## src/rtl/mmult_result_collector.sv

```systemverilog
// mmult_result_collector: runs one mmult column pass, buffers m results, then streams them out in row order; define RESULT_CLAMP_EN to saturate captured words at CLAMP_MAX
module mmult_result_collector #(
  parameter int width = 8,
  parameter int m = 64,
  parameter int n = 8,
  parameter logic [width-1:0] CLAMP_MAX = 8'hFF
) (
  input  logic             clk,
  input  logic             reset,
  input  logic             start,
  output logic             busy,
  output logic             done,
  output logic             spurious_err,
  output logic             mmult_start,
  input  logic             mmult_particular_datapoint_done,
  input  logic [width-1:0] mmult_results,
  output logic [width-1:0] out_data,
  output logic             out_valid,
  input  logic             out_ready,
  output logic             out_last
);
  localparam int cw = $clog2(m) + 1;
  localparam int aw = m > 1 ? $clog2(m) : 1;
  localparam logic [cw-1:0] m_c = cw'(m);
  localparam logic [cw-1:0] last_c = cw'(m - 1);
  typedef enum logic [2:0] {IDLE, LAUNCH, COLLECT, DRAIN, DONE} state_t;
  state_t state;
  logic [width-1:0] mem [m];
  logic [width-1:0] wr_data;
  logic [cw-1:0] row_cnt, rd_ptr, rd_nxt;
  logic dd_prev, cap, wr_en, unused_cfg;
  assign cap = mmult_particular_datapoint_done & ~dd_prev;
  assign wr_en = cap && state == COLLECT && row_cnt != m_c;
  assign rd_nxt = rd_ptr + cw'(1);
  assign unused_cfg = ^{CLAMP_MAX, n[0]};
`ifdef RESULT_CLAMP_EN
  assign wr_data = mmult_results > CLAMP_MAX ? CLAMP_MAX : mmult_results;
`else
  assign wr_data = mmult_results;
`endif
  // result buffer, written on each qualified datapoint_done rising edge
  always_ff @(posedge clk) if (wr_en) mem[row_cnt[aw-1:0]] <= wr_data;
  // pass sequencer: launch, collect m results, drain with backpressure, signal completion
  always_ff @(posedge clk) begin
    if (reset) begin
      state <= IDLE;
      busy <= 1'b0;
      done <= 1'b0;
      spurious_err <= 1'b0;
      mmult_start <= 1'b0;
      out_valid <= 1'b0;
      out_last <= 1'b0;
      out_data <= '0;
      row_cnt <= '0;
      rd_ptr <= '0;
      dd_prev <= 1'b0;
    end else begin
      dd_prev <= mmult_particular_datapoint_done;
      mmult_start <= 1'b0;
      done <= 1'b0;
      if (cap && (state != COLLECT || row_cnt == m_c)) spurious_err <= 1'b1;
      case (state)
        IDLE: if (start) begin
          state <= LAUNCH;
          busy <= 1'b1;
          mmult_start <= 1'b1;
          row_cnt <= '0;
          rd_ptr <= '0;
          spurious_err <= 1'b0;
        end
        LAUNCH: state <= COLLECT;
        COLLECT: if (wr_en) begin
          row_cnt <= row_cnt + cw'(1);
          if (row_cnt == last_c) begin
            state <= DRAIN;
            out_data <= m == 1 ? wr_data : mem[0];
            out_valid <= 1'b1;
            out_last <= m == 1;
          end
        end
        DRAIN: if (out_valid && out_ready) begin
          if (out_last) begin
            out_valid <= 1'b0;
            out_last <= 1'b0;
            done <= 1'b1;
            state <= DONE;
          end else begin
            rd_ptr <= rd_nxt;
            out_data <= mem[rd_nxt[aw-1:0]];
            out_last <= rd_nxt == last_c;
          end
        end
        DONE: begin
          state <= IDLE;
          busy <= 1'b0;
        end
        default: state <= IDLE;
      endcase
    end
  end
endmodule

```

## config.mk

```make
export PLATFORM = sky130hd
export DESIGN_NAME = mmult_result_collector
export DESIGN_NICKNAME = d
export VERILOG_FILES = /design/src/rtl/mmult_result_collector.sv
export SDC_FILE = /design/constraint.sdc
export NUM_CORES = 1
export LEC_CHECK = 0
export ABC_AREA = 1
export CORE_MARGIN = 1.5
export CORE_UTILIZATION = 33
export DETAILED_ROUTE_END_ITERATION = 8
export PLACE_DENSITY = 0.56
export SKIP_CTS_REPAIR_TIMING = 1
export SYNTH_ARGS = -nofsm -noshare
export SYNTH_HDL_FRONTEND = slang
export SYNTH_SLANG_ARGS = --single-unit
```

## constraint.sdc

```tcl
create_clock -name clk -period 7.1 [get_ports clk]
set_clock_uncertainty 0.1 [all_clocks]
set_input_delay 1.42 -clock clk [delete_from_list [all_inputs] [get_ports clk]]
set_output_delay 1.42 -clock clk [all_outputs]
set_load 0.05 [all_outputs]
```

# ---- After elaboration in Yosys (flattened, before gate mapping)
# Memory sizes are Yosys's and may differ from the RTL's.
# Cells that the tools add are included.
dict set report word_totals {
  output_inout_bits 14
  inputBits 13
  memories 1
  ramBits 512
  regBits 32
}
# name words word_bits rd rd_clocked_by_memory_dff write_ports line
set memory_table {}
lappend memory_table {mem 64 8 2 0 1 28} ;# logic [width-1:0] mem [m];
dict set report op_classes {
  bitwise_logic 5
  eq_ne 15
  add_sub_neg 2
  mux 36
  reduce_logical 19
}
# operator n
set ops {}
lappend ops {{$mux 8} 4}
lappend ops {{$mux 7} 4}
lappend ops {{$pmux 7 s2} 2}
lappend ops {{$mux 1} 16}
lappend ops {{$pmux 8 s2} 1}
lappend ops {{$mux 3} 5}
lappend ops {{$reduce_and 5->1} 3}
lappend ops {{$add 7x1->7 const B} 2}
lappend ops {{$eq 7x6->1 const B} 2}
lappend ops {{$pmux 3 s4} 1}
lappend ops {{$ne 2x2->1 const B} 5}
lappend ops {{$reduce_and 4->1} 2}
lappend ops {{$reduce_bool 2->1} 4}
lappend ops {{$eq 7x7->1 const B} 1}
lappend ops {{$ne 7x7->1 const B} 1}
lappend ops {{$eq 3x2->1 const B} 2}
lappend ops {{$pmux 1 s2} 3}
lappend ops {{$logic_and 1x1->1} 4}
lappend ops {{$not 1->1} 4}
lappend ops {{$eq 3x1->1 const B} 1}
lappend ops {{$eq 3x3->1 const B} 1}
lappend ops {{$logic_not 3->1} 1}
lappend ops {{$ne 3x2->1 const B} 1}
lappend ops {{$reduce_and 3->1} 1}
lappend ops {{6 further kinds} 6}

# ---- Longest topological paths before layout
dict set report depth {
  word_depth 6
  mapped_depth 17
}

# ---- Worst setup path before layout
# OpenSTA, ideal clock, no wires.
dict set report synth_path {
  path_type {input to register}
  from {input mmult_particular_datapoint_done}
  to {memory mem[14][0] (enable)}
  arrival_time_ns 2.626
  path_stages 8
  setup_ns 0.370
  path_buffers 0
  slack_ns 4.004
  cell_sequence {inv_1 -> nor3_2 -> nand2_2 -> nor2_1 -> inv_1 -> nor2_1 -> inv_1 -> nor2_1}
}
dict set report synth_between {
  elab_chain_len 5
}
# element line
set synth_lines {}
lappend synth_lines {{from (decl)} 15} ;# input logic mmult_particular_datapoint_done,
lappend synth_lines {{$and 1x1->1} 32} ;# assign cap = mmult_particular_datapoint_done & ~dd_prev;
lappend synth_lines {{$logic_and 1x1->1 (2 in series)} 33} ;# assign wr_en = cap && state == COLLECT && row_cnt != m_c;
lappend synth_lines {{$mux 1} 42} ;# always_ff @(posedge clk) if (wr_en) mem[row_cnt[aw-1:0]] <= wr_data;
lappend synth_lines {{$mux 1 (implied by the code)} 42}
lappend synth_lines {{to (decl)} 28}
# No other way between the ends.

# ---- Worst setup path in the final report
dict set report layout_path {
  from {register rd_ptr[0]}
  to {register out_data[4]}
}
dict set report layout_between {
  elab_chain_len 5
}
# element line
set layout_lines {}
lappend layout_lines {{from (decl)} 30} ;# logic [cw-1:0] row_cnt, rd_ptr, rd_nxt;
lappend layout_lines {{from (signal assigned)} 88} ;# rd_ptr <= rd_nxt;
lappend layout_lines {{$add 7x1->7} 34} ;# assign rd_nxt = rd_ptr + cw'(1);
lappend layout_lines {{$mem_v2 64x8} n/a}
lappend layout_lines {{$mux 8} 82} ;# if (out_last) begin
lappend layout_lines {{$mux 8} 81} ;# DRAIN: if (out_valid && out_ready) begin
lappend layout_lines {{$pmux 8 s2} 62} ;# case (state)
lappend layout_lines {{to (signal assigned)} 76} ;# out_data <= m == 1 ? wr_data : mem[0];
lappend layout_lines {{to (signal assigned)} 89} ;# out_data <= mem[rd_nxt[aw-1:0]];
lappend layout_lines {{to (decl)} 17} ;# output logic [width-1:0] out_data,
# No other way between the ends. The select of a mux whose other input is x is not followed.
# A chain may end at the register's enable or synchronous reset.

==> metrics.txt <==
power density cells 280 mW/mm^2; #FFs+latches synth 544; Clock Latency Late Sink 0.62 ns; RePlAce Congestion 0.852; DRC violation count after routing 0; area of the mapped netlist 0.0231 sq mm; mux contribution to synthesized area 0%; HP Start spurious_err; setup repair after global routing missed its margin false; R2R depth 13; Synth area leaders edfxtp_1, nand2_1, nand3_1; initial antenna violation count 2; CP max FO 96; switch share 25.4%; hold worst-path end spurious_err; vias in the first global route 14,900; WHS 0.374 ns; CP Launch Type flip-flop; Tmin final 4.25 ns; CTS H-tree depth 2; worst reg2reg startpoint rd_ptr[0]; area of the die 0.0716 sq mm; Post-Route WL 61,200 um; most frequent cells in the layout nand2_1, edfxtp_1, nand3_1; # diodes 0; uppermost layer routed met5; Initial DRC Count 1,547; relative slew slack 22.1%; layout cells sized above 1 5.64%; top_reg_cell synth edfxtp_1; CTS max path bufs 3; CTS Buf Count 56; Peak supply drop 186 uV; Seq/Total Area, Yosys 69.3%; Worst-Margin Slew 1.17 ns; Setup Viol. Count Final 0; Synth Area in Simple Gates 23.0%; M1 WL 27,400 um; Internal 5410 uW; Ports 27; Synth Area in XOR/XNOR 0.325%; Area Overhead vs Synth 12.2%; CP Data Arrival Time 4.64 ns; Hold Crit Class reg -> reg; synthesized area per cell 10.4 sq um; Synth Warn # 0; height of the die 268 um; Placement Setup Slack 2.32 ns; Tcrit/Tclk final 59.9%; Final nets 2,221; final hold violation count 0; antenna-violating nets left 0; Highest Clock Rate 235 MHz; port buffer count 26; Pleak 0.00962 uW; Root Driver clkbuf_16; DP HPWL 35,200 um; status finished clean; syn nets 2,229; WL met3 4190 um; Final Slew Violations 0; hold path depth 2; routed length per instance 19.2 um; largest net degree at the start of global routing 97; via count 15,500; Clock Sinks 544; CTS tree done; Yosys cell types 35; slack of the critical path 2.85 ns; Logic pwr share 11.0%; Tot Pwr 7260 uW; Clk pwr share 39.7%; Routed met2 length 28,000 um; grt ovf 0; first-pass iteration count of the detailed router 6; commonest non-fill, non-tap cell in the layout nand2_1; Crit. End Element flip-flop; FP Rows 96; Post-synth EDFFs 512; worst reg2reg endpoint out_data[4]; Flop pwr share 49.3%; sw power 1850 uW; top-area cell type share of the netlist area 66.5%; clock-pin slew on the worst setup and hold paths 0.06 ns; GRT Total Usage 17.2%; critical path class reg -> reg; vias per cell 4.87; max_cap viols 0; initial core utilization 33.5%; final setup TNS 0 ns; Synth Area in Compound Gates 2.08%; Core Area 0.0689 sq mm; Post-synth ARST share 0%; r2r setup slk 2.85 ns; Adder-Cell Fraction of Synth Area 0.217%; largest family of logic cells by synthesized area simple AND/OR/NAND/NOR gates; chip width 268 um; CP required 7.49 ns; Mapped Cells 2,212; area leader, netlist edfxtp_1; first-pass GRT wire length 92,100 um
## worst max-delay path, stage by stage (launching register included)
cell,delay [ns]
dfxtp_4,0.73
inv_6,0.39
ha_4,0.55
inv_4,0.84
buf_12,0.38
nor2_1,0.11
o21ai_0,0.12
nand3_1,0.11
nand3_1,0.15
nand3_1,0.15
nand3_1,0.11
nand3_1,0.08
nand2_1,0.09
a21oi_1,0.06
## sequential cells by signal, indices dropped and copies added, names as in the netlist
signal	flops
mem	512
out_valid	1
done	1
out_last	1
spurious_err	1
busy	1
row_cnt	7
state	3
out_data	8
rd_ptr	7
mmult_start	1
dd_prev	1
## power by group through the flow
stage / Sequential [uW] / Combinational (uW) / Clock [uW]
after floorplan: 3670 / 493 / 0
after global placement: 3640 / 792 / 0
after detailed placement: 3640 / 796 / 0
after CTS: 3580 / 798 / 2920
after global routing: 3580 / 883 / 3060
final: 3580 / 799 / 2880
## Yosys cell counts (all sizes together) (4+ instances only)
cell type	number
a211oi	4
a21oi	29
buf	83
clkbuf	29
dfxtp	32
edfxtp	512
ha	4
inv	159
nand2	758
nand3	322
nand4	4
nor2	205
nor3	4
o21ai	53
xor2	4
## stage by stage
step                      util [%]  area, sq um  instances
after floorplan                  -        23100       2212
after global placement        35.0        24100       3077
after detailed placement      35.0        24100       3077
after CTS                     37.6        25900       3181
after global routing          37.6        25900       3181
final                         37.6        25900       3181
## cell type report
type | instances | area, sq um
flip-flops and latches | 544 | 16000
fillers | 6809 | 43000
clock buffers | 69 | 1490
well taps | 931 | 1160
clock inverters | 35 | 297
multi-input cells | 1396 | 5970
inverters | 160 | 608
repair buffers | 46 | 383
## logic make-up after synthesis
| family | count (synthesis) |
|---|---|
| XOR/XNOR | 6 |
| AO/OA/AOI/OAI | 90 |
| adder cells (fa/ha/maj) | 4 |
| buffers and inverters | 272 |
| AND/OR/NAND/NOR | 1296 |
| flip-flops | 544 |
## worst max path at each step
stage | startpoint | endpoint | slack, ns | depth (start not counted)
3_3_place_gp | mmult_particular_datapoint_done | mem[42][6] | 2.29 | 7
5_1_grt | rd_ptr[0] | out_data[5] | 2.56 | 13
2_1_floorplan | mmult_particular_datapoint_done | mem[14][0] | 4.00 | 8
6_report | rd_ptr[0] | out_data[4] | 2.85 | 13
4_1_cts | rd_ptr[0] | out_data[4] | 2.88 | 13
3_5_place_dp | mmult_particular_datapoint_done | mem[34][5] | 2.32 | 7
## per-layer routing
layer  GRT usage [%]  vias to the layer above
li1                -                     7387
met4            5.21                        2
met3            2.78                      102
met2            27.1                      539
met1            24.3                     7456
met5               0                        -
Note: power is estimated with default switching activity, not from simulation.
